## src/rtl/db9md_pad_scan.sv

```systemverilog
`timescale 1ns/1ps
// db9md_pad_scan: time-multiplexed scanner for two Megadrive (3/6-button) pads
// sharing one DB9 bus through an external mux; publishes button vectors once per frame.

module db9md_pad_scan #(
  parameter int HALF_CLKS   = 150,
  parameter int IDLE_PHASES = 256
) (
  input  logic        clk_sys,
  input  logic        reset_n,
  input  logic [5:0]  joy_in,
  output logic        joy_mdsel,
  output logic        joy_split,
  output logic [15:0] joystick1,
  output logic [15:0] joystick2,
  output logic [1:0]  pad_present,
  output logic [1:0]  six_btn,
  output logic        frame_done
);

  localparam int HW = (HALF_CLKS > 1) ? $clog2(HALF_CLKS) : 1;
  localparam int IW = (IDLE_PHASES > 1) ? $clog2(IDLE_PHASES) : 1;
  localparam logic [HW-1:0] HALF_LAST = HW'(HALF_CLKS - 1);
  localparam logic [IW-1:0] IDLE_LAST = IW'(IDLE_PHASES - 1);

  typedef enum logic {
    IDLE = 1'b0,
    SCAN = 1'b1
  } state_t;

  state_t          r_state;
  state_t          w_stateNext;
  logic [HW-1:0]   r_halfCnt;
  logic [HW-1:0]   w_halfCntNext;
  logic            r_second;
  logic            w_secondNext;
  logic [2:0]      r_phase;
  logic [2:0]      w_phaseNext;
  logic [IW-1:0]   r_idleCnt;
  logic [IW-1:0]   w_idleCntNext;
  logic            w_halfEnd;
  logic            w_frameEnd;

  logic [5:0]      r_sync1;
  logic [5:0]      r_sync2;
  logic [5:0]      w_act;
  logic            w_pad;

  logic [1:0][11:0] r_shadow;
  logic [1:0]       r_present;
  logic [1:0]       r_six;

  logic [15:0]     r_joy1;
  logic [15:0]     r_joy2;
  logic [1:0]      r_presentOut;
  logic [1:0]      r_sixOut;
  logic            r_frameDone;
  logic            r_mdsel;
  logic            r_split;

  assign w_halfEnd = (r_halfCnt == HALF_LAST);
  assign w_act     = ~r_sync2;
  assign w_pad     = r_second;

  // The DB9 lines are asynchronous to clk_sys; idle level of the bus is all-high.
  always_ff @(posedge clk_sys or negedge reset_n) begin
    if (!reset_n) begin
      r_sync1 <= 6'b111111;
      r_sync2 <= 6'b111111;
    end else begin
      r_sync1 <= joy_in;
      r_sync2 <= r_sync1;
    end
  end

  always_ff @(posedge clk_sys or negedge reset_n) begin
    if (!reset_n) begin
      r_state <= IDLE;
    end else begin
      r_state <= w_stateNext;
    end
  end

  always_comb begin
    w_stateNext   = r_state;
    w_halfCntNext = r_halfCnt + 1'b1;
    w_secondNext  = r_second;
    w_phaseNext   = r_phase;
    w_idleCntNext = r_idleCnt;
    w_frameEnd    = 1'b0;
    if (w_halfEnd) begin
      w_halfCntNext = '0;
      w_secondNext  = ~r_second;
      if (r_second) begin
        case (r_state)
          IDLE: begin
            if (r_idleCnt == IDLE_LAST) begin
              w_idleCntNext = '0;
              w_phaseNext   = 3'd0;
              w_stateNext   = SCAN;
            end else begin
              w_idleCntNext = r_idleCnt + 1'b1;
            end
          end
          SCAN: begin
            if (r_phase == 3'd7) begin
              w_phaseNext = 3'd0;
              w_stateNext = IDLE;
              w_frameEnd  = 1'b1;
            end else begin
              w_phaseNext = r_phase + 3'd1;
            end
          end
          default: begin
            w_stateNext = IDLE;
          end
        endcase
      end
    end
  end

  // Select lines are registered from the next-state values so they never glitch.
  always_ff @(posedge clk_sys or negedge reset_n) begin
    if (!reset_n) begin
      r_halfCnt <= '0;
      r_second  <= 1'b0;
      r_phase   <= 3'd0;
      r_idleCnt <= '0;
      r_mdsel   <= 1'b1;
      r_split   <= 1'b1;
    end else begin
      r_halfCnt <= w_halfCntNext;
      r_second  <= w_secondNext;
      r_phase   <= w_phaseNext;
      r_idleCnt <= w_idleCntNext;
      r_mdsel   <= (w_stateNext == IDLE) || !w_phaseNext[0];
      r_split   <= (w_stateNext == IDLE) || !w_secondNext;
    end
  end

  // Each pad is sampled on the last cycle of its half, long after the mux settled.
  always_ff @(posedge clk_sys or negedge reset_n) begin
    if (!reset_n) begin
      r_shadow  <= '0;
      r_present <= '0;
      r_six     <= '0;
    end else if ((r_state == SCAN) && w_halfEnd) begin
      case (r_phase)
        3'd0: begin
          r_shadow[w_pad][5:0] <= {w_act[5], w_act[4], w_act[0], w_act[1], w_act[2], w_act[3]};
        end
        3'd1: begin
          r_present[w_pad]     <= (r_sync2[3:2] == 2'b00);
          r_shadow[w_pad][7:6] <= {w_act[5], w_act[4]};
        end
        3'd5: begin
          r_six[w_pad] <= r_present[w_pad] && (r_sync2[3:0] == 4'b0000);
        end
        3'd6: begin
          r_shadow[w_pad][11:8] <= {w_act[0], w_act[1], w_act[2], w_act[3]};
        end
        default: begin
        end
      endcase
    end
  end

  function automatic logic [15:0] f_visible(input logic [11:0] sh, input logic pres, input logic six);
    if (!pres) begin
      return 16'h0000;
    end
    return {4'b0000, (six ? sh[11:8] : 4'b0000), sh[7:0]};
  endfunction

  always_ff @(posedge clk_sys or negedge reset_n) begin
    if (!reset_n) begin
      r_joy1       <= '0;
      r_joy2       <= '0;
      r_presentOut <= '0;
      r_sixOut     <= '0;
      r_frameDone  <= 1'b0;
    end else begin
      r_frameDone <= w_frameEnd;
      if (w_frameEnd) begin
        r_joy1       <= f_visible(r_shadow[0], r_present[0], r_six[0]);
        r_joy2       <= f_visible(r_shadow[1], r_present[1], r_six[1]);
        r_presentOut <= r_present;
        r_sixOut     <= r_six & r_present;
      end
    end
  end

  assign joy_mdsel   = r_mdsel;
  assign joy_split   = r_split;
  assign joystick1   = r_joy1;
  assign joystick2   = r_joy2;
  assign pad_present = r_presentOut;
  assign six_btn     = r_sixOut;
  assign frame_done  = r_frameDone;

endmodule

```

## config.mk

```make
export PLATFORM = sky130hd
export DESIGN_NAME = db9md_pad_scan
export DESIGN_NICKNAME = d
export VERILOG_FILES = /design/src/rtl/db9md_pad_scan.sv
export SDC_FILE = /design/constraint.sdc
export NUM_CORES = 1
export LEC_CHECK = 0
export BUFFER_PORTS_ARGS = -buffer_cell sky130_fd_sc_hd__buf_2
export CORE_MARGIN = 2
export CORE_UTILIZATION = 58
export DETAILED_ROUTE_END_ITERATION = 10
export GPL_ROUTABILITY_DRIVEN = 0
export PLACE_DENSITY_LB_ADDON = 0.3
export SYNTH_ARGS = -nofsm -noshare
export SYNTH_HDL_FRONTEND = slang
export SYNTH_SLANG_ARGS = --single-unit
```

## constraint.sdc

```tcl
create_clock -name clk_sys -period 2.7 [get_ports clk_sys]
set_input_delay 0.135 -clock clk_sys [delete_from_list [all_inputs] [get_ports clk_sys]]
set_output_delay 0.135 -clock clk_sys [all_outputs]
set_load 0.01 [all_outputs]
```

==> flow_summary.toml <==
[floorplanning]
core_area_sq_um = 6794
fp-row-count = 30
initial_utilization_pct = 60.13
fp.dieH_microns = 87.93
io-pin-count = 47
dieArea_sq_um = 7731
die_w_microns = 87.93

[timing]
clock_skew_ns = 0.01584
fin_setup_tns_ns = 0
fin_ws_ns = 0.5119
hold_viol = 0
slew_headroom_pct = 49.45
fmax_mhz = 457.0
fin_crit_sh_pct = 81.04
rsz0062_at_grt = "no"
setup_viol = 0
slew_viol_final = 0
worst_pin_slew_ns = 0.7481
fin_crit_ns = 2.188

[power]
p_leak_nw = 2.247
peakVddDrop_uv = 332.3
power_density_nw_per_um2 = 494.4
p_sw_mw = 0.5215
seq_power_share_pct = 61.9
finalPower_mw = 2.267
pwr-share-clk_pct = 36.0
swShare_pct = 23.01
internal_power_mw = 1.745
power_frac_comb_pct = 2.1

[routing]
num_vias = 2700
drt_wl_total_mm = 7.537
ant_nets = 0
drcViolationCount = 0
drtIter0Drc = 208
wire_per_inst_microns = 15.04
routed_via_density = 5.389
drt-pass1-iter-count = 4

[cts]
worst_skew_pair.late_latency_ns = 0.36
cts_root_buf = "clkbuf_8"
cts_tree = "done"
path_clk_slew_ns = 0.10
post_cts_resize_count = 0
cts-buffers-inserted = 9
post_cts_buffers = 0
ctsLongestPathBuffers = 2
hold_buffers = 7
cts_num_sinks = 92
cts_max_level = 3

[worst_setup_path]
cp_max_fo = 9
critPathKind = "flop to flop"
critPathRequiredTime_ns = 2.94
cp_data_arrival_time_ns = 2.43
end_kind = "flop"
start_kind = "flop"

[placement]
dp.final_hpwl_mm = 4.841
io_buffers = 38
post_dp_cell_area_sq_um = 4347
pre_cts_ws_ns = 0.5387
dp_cells = 478

[worst_hold_path]
min_path_type = "flop to flop"

[status]
outcome = "finished clean"

[logic_synthesis]
synth_edf_count = 0
synth-seq-cells = 92
ys.flop_type = "dfrtp_1"
yosysSeqAreaShare_pct = 56.78
synth.avg_cell_area_sq_um = 11.51
yosysWarnings = 0
syn_area_sq_um = 4085
synthArstFlopShare_pct = 100.0
syn_inst = 355
synth_cell_type_count = 48

[flow_run]
maxCapViolCount = 0

[global_routing]
grt_max_degree = 93
grt_pass1_vias = 2541
grt_use_total_pct = 20.81
grt_pass1_wl_mm = 12.22
antenna_found_initial = 0
grt-ovfl-total = 0

[cells_and_area]
final_cell_count_no_fill = 501
final_cell_area_sq_um = 4584
diodes = 0
area_growth_pct = 12.22
fillers = 524
fin_nets = 416
drive_gt1_share_pct = 23.70
==> final cells by class <==
class / instances / area [sq um] / share of cell area [%]
well taps: 96 / 120.1 / 2.620
clock inverters: 6 / 40.04 / 0.8734
repair buffers: 51 / 320.3 / 6.987
multi-input cells: 197 / 1473 / 32.12
flip-flops and latches: 92 / 2320 / 50.60
inverters: 49 / 183.9 / 4.012
clock buffers: 10 / 127.6 / 2.784
==> worst max-delay path: stages, from the launching register on <==
cell	delay, ns
dfrtp_1	0.48
or4b_1	0.70
or4_4	0.58
mux2_4	0.31
==> through the flow <==
step / hold WS [ns] / utilization [%]
6_report: 0.3511 / 67.48
5_1_grt: 0.3491 / 67.48
4_1_cts: 0.3602 / 67.48
3_5_place_dp: 0.2159 / 63.98
3_3_place_gp: 0.2174 / 63.98
2_1_floorplan: -0.1606 / -
==> per-layer routing <==
metal  GRT usage, %  wire length, microns  share of wire [%]
met4          8.392                   113                1.5
met3          5.561                   359                4.8
met2          32.58                  3751                 50
met5              0                     0                  0
met1          27.81                  3312                 44
==> cell families (layout without fill, tap and decap cells) <==
group	count (synthesis)	in the layout	share of synthesized area, %
compound gates	22	22	3.798
xor+xnor	8	8	1.715
fa+ha+maj	8	8	2.450
buf+inv	73	116	7.810
flops	92	92	56.78
mux	57	57	14.52
other cells	1	8	0.09180
simple gates	94	94	12.83
==> worst paths after layout <==
path | start | end | slack, ns | cells after the start
setup / recovery | r_halfCnt[3] | r_present[1] | 0.51 | 3
hold / removal | r_sync1[1] | r_sync2[1] | 0.35 | 0
setup reg to reg | r_halfCnt[3] | r_present[1] | 0.51 | 3
hold reg to reg | r_sync1[1] | r_sync2[1] | 0.35 | 0
max in group asynchronous | reset_n | joy_mdsel | 1.96 | 3
min in group asynchronous | reset_n | joystick1[8] | 0.36 | 3
==> sequential cells by signal, summed over array words and instances, names as in the netlist <==
register	flops
joy_mdsel	1
frame_done	1
six_btn	2
pad_present	2
r_phase	3
r_state	1
r_sync2	6
r_second	1
joystick2	12
r_present	2
joy_split	1
r_shadow	24
r_idleCnt	8
joystick1	12
r_sync1	6
r_halfCnt	8
r_six	2
==> cells in the final DEF (no fill, tap or decap), types with 4 or more instances in the layout <==
| cell | n |
|---|---|
| nor2_1 | 19 |
| o21ai_0 | 4 |
| conb_1 | 8 |
| nand4_1 | 8 |
| and4_1 | 4 |
| buf_4 | 6 |
| dlygate4sd3_1 | 7 |
| mux2_2 | 14 |
| buf_2 | 37 |
| clkbuf_8 | 9 |
| nand3_1 | 9 |
| dfrtp_1 | 78 |
| mux2i_1 | 42 |
| a31oi_1 | 5 |
| nor4_1 | 4 |
| a41oi_1 | 4 |
| dfstp_2 | 14 |
| xor2_1 | 5 |
| ha_1 | 8 |
| inv_1 | 49 |
| nand2_1 | 25 |
==> power groups by stage <==
stage	Sequential [mW]	Clock, mW	Combinational (mW)
floorplan	1.43	0	0.0150
global placement	1.43	0	0.0422
detailed placement	1.43	0	0.0426
CTS	1.40	0.833	0.0501
global route	1.40	0.895	0.0565
finish	1.40	0.816	0.0485
==> cell usage after synthesis (5+ instances only) <==
master	count	area, sq um
dfrtp_1	78	1952
inv_1	49	183.9
mux2i_1	42	420.4
nand2_1	25	93.84
nor2_1	19	71.32
dfstp_2	14	367.9
mux2_2	14	157.7
clkbuf_1	9	33.78
nand3_1	9	45.04
buf_4	8	60.06
ha_1	8	100.1
nand4_1	8	50.05
buf_2	6	30.03
a31oi_1	5	31.28
xor2_1	5	43.79
(Power assumes the default switching activity.)
